`config.mk`:
```
export PLATFORM = sky130hd
export DESIGN_NAME = ws2811_bit_serializer
export DESIGN_NICKNAME = d
export VERILOG_FILES = /design/src/rtl/ws2811_bit_serializer.sv
export SDC_FILE = /design/constraint.sdc
export NUM_CORES = 1
export LEC_CHECK = 0
export BUFFER_PORTS_ARGS = -buffer_cell sky130_fd_sc_hd__buf_4
export CAP_MARGIN = 15
export CORE_UTILIZATION = 40
export DETAILED_ROUTE_END_ITERATION = 6
export SYNTH_ARGS = -nofsm -noshare
export SYNTH_HDL_FRONTEND = slang
export SYNTH_SLANG_ARGS = --single-unit
```
`constraint.sdc`:
```
create_clock -name clockIN -period 3.4 [get_ports clockIN]
set_clock_uncertainty 0.2 [all_clocks]
set_input_delay 0.17 -clock clockIN [delete_from_list [all_inputs] [get_ports clockIN]]
set_output_delay 0.17 -clock clockIN [all_outputs]
set_load 0.01 [all_outputs]
```
`src/rtl/ws2811_bit_serializer.sv`:
```
// ws2811_bit_serializer
// Accepts 24-bit pixel words over valid/ready and shifts them out MSB-first as
// the WS2811 NRZ waveform. Each bit is a fixed-length period: the line is high
// for T0H or T1H clocks, then low for the rest of the period. A word flagged
// last is followed by a RESET_CYCLES low latch period. Words arriving while the
// final bit of a non-last word is on the line continue with no gap.
module ws2811_bit_serializer #(
   parameter int T0H_CYCLES   = 25,
   parameter int T1H_CYCLES   = 60,
   parameter int TBIT_CYCLES  = 125,
   parameter int RESET_CYCLES = 2500
) (
   input  logic        clockIN,
   input  logic        nResetIN,
   input  logic [23:0] dataIN,
   input  logic        validIN,
   input  logic        lastIN,
   output logic        readyOUT,
   output logic        dataOUT,
   output logic        busyOUT
);

   localparam int MAX_CYCLES = (TBIT_CYCLES > RESET_CYCLES) ? TBIT_CYCLES : RESET_CYCLES;
   localparam int CNT_W      = $clog2(MAX_CYCLES + 1);

   localparam logic [CNT_W-1:0] BIT_END   = CNT_W'(TBIT_CYCLES - 1);
   localparam logic [CNT_W-1:0] LATCH_END = CNT_W'(RESET_CYCLES - 1);
   localparam logic [CNT_W-1:0] T0H_END   = CNT_W'(T0H_CYCLES - 1);
   localparam logic [CNT_W-1:0] T1H_END   = CNT_W'(T1H_CYCLES - 1);

   typedef enum logic [1:0] {IDLE, HIGH, LOW, LATCH} stateT;

   stateT            state,  stateNext;
   logic [23:0]      sh,     shNext;
   logic [4:0]       bitIdx, bitIdxNext;
   logic [CNT_W-1:0] cnt,    cntNext;
   logic             lastQ,  lastQNext;

   logic             transfer;
   logic             wordEnd;
   logic [CNT_W-1:0] highEnd;

   // Last cycle of the final bit of the current word.
   assign wordEnd  = (state == LOW) && (bitIdx == 5'd0) && (cnt == BIT_END);

   // Accept in IDLE, or on the last cycle of a non-last word so the next word follows seamlessly.
   assign readyOUT = nResetIN && ((state == IDLE) || (wordEnd && !lastQ));
   assign transfer = validIN && readyOUT;

   // Last high cycle of the bit currently on the line.
   assign highEnd  = sh[23] ? T1H_END : T0H_END;

   assign busyOUT  = (state != IDLE);

   // Next-state, shift register, bit index and cycle counter.
   always_comb begin
      // NOTE: every signal assigned here gets a default first so no path leaves it unassigned, which would infer a latch.
      stateNext  = state;
      shNext     = sh;
      bitIdxNext = bitIdx;
      cntNext    = cnt;
      lastQNext  = lastQ;

      case (state)
         IDLE: begin
            if (transfer) begin
               shNext     = dataIN;
               lastQNext  = lastIN;
               bitIdxNext = 5'd23;
               cntNext    = '0;
               stateNext  = HIGH;
            end
         end

         HIGH: begin
            cntNext = cnt + CNT_W'(1);
            if (cnt == highEnd) begin
               stateNext = LOW;
            end
         end

         LOW: begin
            if (cnt != BIT_END) begin
               cntNext = cnt + CNT_W'(1);
            end else if (bitIdx != 5'd0) begin
               shNext     = sh << 1;
               bitIdxNext = bitIdx - 5'd1;
               cntNext    = '0;
               stateNext  = HIGH;
            end else if (lastQ) begin
               cntNext   = '0;
               stateNext = LATCH;
            end else if (transfer) begin
               shNext     = dataIN;
               lastQNext  = lastIN;
               bitIdxNext = 5'd23;
               cntNext    = '0;
               stateNext  = HIGH;
            end else begin
               cntNext   = '0;
               stateNext = IDLE;
            end
         end

         LATCH: begin
            if (cnt == LATCH_END) begin
               cntNext   = '0;
               stateNext = IDLE;
            end else begin
               cntNext = cnt + CNT_W'(1);
            end
         end

         default: begin
            stateNext = IDLE;
         end
      endcase
   end

   // State register and registered line driver; synchronous reset drops the line at once.
   always_ff @(posedge clockIN) begin
      // NOTE: sequential state uses non-blocking assignments so every register samples pre-edge values.
      if (!nResetIN) begin
         // NOTE: all registers, including the shift register, are reset; there is no memory array here to leave unreset.
         state   <= IDLE;
         sh      <= '0;
         bitIdx  <= '0;
         cnt     <= '0;
         lastQ   <= 1'b0;
         dataOUT <= 1'b0;
      end else begin
         state   <= stateNext;
         sh      <= shNext;
         bitIdx  <= bitIdxNext;
         cnt     <= cntNext;
         lastQ   <= lastQNext;
         dataOUT <= (stateNext == HIGH);
      end
   end

endmodule

```
==> flow_summary.yaml <==
status:
  status: "finished clean"
worst_setup_path:
  cp-end-kind: "flop"
  arrival_ps: 2900
  critPathMaxStageDelay_ps: 650
  cp_slowest_cell: "or4b_2"
  worstSetupPathType: "flop to flop"
  crit_required_ps: 3400
  startpoint_type: "flop"
  critPathMaxFanout: 26
  cp_cell_sequence: "inv_1 > ha_1 > or4b_2 > nor2_1 > a32oi_2 > and2_1 > a31o_2"
logic_synthesis:
  avgSynthCellArea_sq_um: 8.524
  syn_nets: 299
  synth_edf_count: 0
  synth-seq-cells: 45
  synthDistinctLibCells: 47
  synthArstFlopShare_pct: 0
  yosysWarnings: 0
  syn_area_sq_um: 2276
  synthFlopType: "dfxtp_1"
  netlist_instances: 267
  seq_area_frac_synth_pct: 39.58
drt:
  viasPerCell: 5.565
  drc: 0
  drtPass1Iterations: 4
  drt_iter0_markers: 68
  ant_nets: 0
  routed-via-count: 2059
  finalWirelength_microns: 5151
  wl_per_cell_microns: 13.92
clock_network:
  clock_path_buffers: 2
  root_buffer: "clkbuf_8"
  cts_tree: "yes"
  htreeDepth: 2
  clk_pin_slew_ps: 90
  clock_latency_ps: 290
  cts-buffers-inserted: 5
  cts_setup_buffers: 0
  numClockSinks: 45
global_routing:
  antenna_found_initial: 0
  grt_pass1_vias: 1909
  grt_overflow_total: 0
  grtUsageTotal_pct: 18.14
  grt_pass1_wl_microns: 8756
  grt_max_degree: 35
pwr:
  cellPowerDensity_nw_per_um2: 404.8
  ir_worst_vdd_v: 0.0002072
  p_leak_uw: 0.001010
place:
  dpl.cell_count: 356
  dpl.hpwl_microns: 3454
  place.port_buffers: 30
  gp_congestion: 0.8245
finish:
  nFillCells: 551
  instances_no_fill: 370
  insertedDiodeCount: 0
  final_nets: 329
  final_common_cell: "dfxtp_1"
  drive_above_1_share_pct: 18.79
  synthToLayoutAreaGrowth_pct: 18.14
  final_cell_mix: "dfxtp_1, inv_1, buf_4"
worst_hold_path:
  hp-class: "primary input to flop"
floorplan:
  num_rows: 27
  ios: 31
  core_area_sq_um: 5507
  fp.dieH_microns: 77.43
  fp.dieW_microns: 77.43
  initial_core_util_pct: 41.33
  die-area_sq_um: 5995
sta:
  period_share_pct: 85.44
  finalMaxSlewViolations: 0
  final_hold_viol_count: 0
  setup_violations: 0
  rsz0062_at_grt: "no"
  tightest_slew_ps: 1099
  finalCriticalPeriod_ps: 2905
  fmax_ghz: 0.3442
  max_slew_margin_pct: 26.72
  fin_setup_tns_ps: 0
job:
  maxCapViolations: 0
[logic make-up after synthesis]
kind of cell / synth area share (%)
AO/OA/AOI/OAI: 29.08
AND/OR/NAND/NOR: 18.47
buffers and inverters: 9.731
flip-flops: 39.58
adder cells (fa/ha/maj): 2.199
multiplexers: 0.9346
[synth_stat cells, types with 2 or more instances]
| master | count | area (sq um) |
|---|---|---|
| or4_1 | 4 | 30.03 |
| nand3_1 | 13 | 65.06 |
| a31o_2 | 2 | 17.52 |
| dfxtp_1 | 45 | 900.9 |
| nor2b_1 | 2 | 12.51 |
| nor2_1 | 15 | 56.30 |
| a31oi_1 | 6 | 37.54 |
| clkbuf_1 | 12 | 45.04 |
| nand2_1 | 9 | 33.78 |
| o21ai_0 | 6 | 30.03 |
| inv_1 | 35 | 131.4 |
| o211ai_1 | 3 | 22.52 |
| and2_1 | 4 | 25.02 |
| and3_1 | 5 | 31.28 |
| a41oi_1 | 3 | 26.28 |
| a221oi_1 | 2 | 17.52 |
| buf_6 | 4 | 45.04 |
| nand2b_1 | 2 | 12.51 |
| o221ai_1 | 22 | 192.7 |
| a21oi_2 | 6 | 52.55 |
| a21o_1 | 3 | 22.52 |
| o31ai_1 | 2 | 15.01 |
| nor4bb_1 | 2 | 20.02 |
| nand4_1 | 5 | 31.28 |
| a21oi_1 | 27 | 135.1 |
| ha_1 | 4 | 50.05 |
| a22o_1 | 2 | 17.52 |
| nor3_1 | 3 | 15.01 |
[what timing repair did]
item,CTS,global route
setup endpoints to repair,0,0
gates resized for setup,0,0
hold endpoints to repair,6,0
hold buffers,6,0
[per-stage QoR]
stage               hold WS, ps  instance area, sq um  power, uW  worst slack [ps]  util, %
floorplan                 109.9                  2276      675.0             944.3        -
global placement          233.6                  2524      720.3             548.8    45.83
detailed placement        240.1                  2524      722.8             491.7    45.83
CTS                       1.520                  2689       1103             478.5    48.83
global route              4.169                  2689       1155             307.2    48.83
finish                    8.378                  2689       1088             494.9    48.83
[area by class of cell]
cell class	count	area, sq um	share of cell area, %
well taps	72	90.09	3.350
multi-input cells	171	1154	42.90
repair buffers	39	307.8	11.45
clock inverters	1	8.758	0.3257
clock buffers	7	96.34	3.583
flip-flops and latches	45	900.9	33.50
inverters	35	131.4	4.886
[registers in the layout, summed over array words and instances, names as in the netlist]
| register | cells |
|---|---|
| bitIdx | 5 |
| lastQ | 1 |
| cnt | 12 |
| sh | 24 |
| dataOUT | 1 |
| state | 2 |
[path summary, 6_finish.rpt]
kind,from,to,slack (ps),cells past startpoint
max,bitIdx[0],sh[0],490,7
min,dataIN[2],sh[2],8,3
max reg2reg,bitIdx[0],sh[0],490,7
min reg2reg,sh[15],sh[15],250,2
[where the power goes]
| part | leakage [uW] | switching (uW) | internal [uW] |
|---|---|---|---|
| Sequential | 0.000368 | 20.6 | 553 |
| Clock | 0.0000549 | 185 | 188 |
| Combinational | 0.000588 | 72.4 | 69.6 |
| Total | 0.00101 | 278 | 810 |
[critical path: cells and delay by family (launching register included)]
| family | cells | cell delay (ps) |
|---|---|---|
| compound gates | 2 | 560 |
| fa+ha+maj | 1 | 180 |
| buf+inv | 1 | 110 |
| flops | 1 | 320 |
| simple gates | 3 | 1420 |
[routing by layer]
metal | vias to the layer above | share of wire, % | GRT usage, %
met1 | 970 | 49 | 22.66
met4 | 0 | 0.78 | 3.962
met2 | 35 | 47 | 31.06
met3 | 5 | 3.6 | 4.824
met5 | - | 0 | 0
li1 | 1049 | - | -
Power figures use the tool's default switching activity.
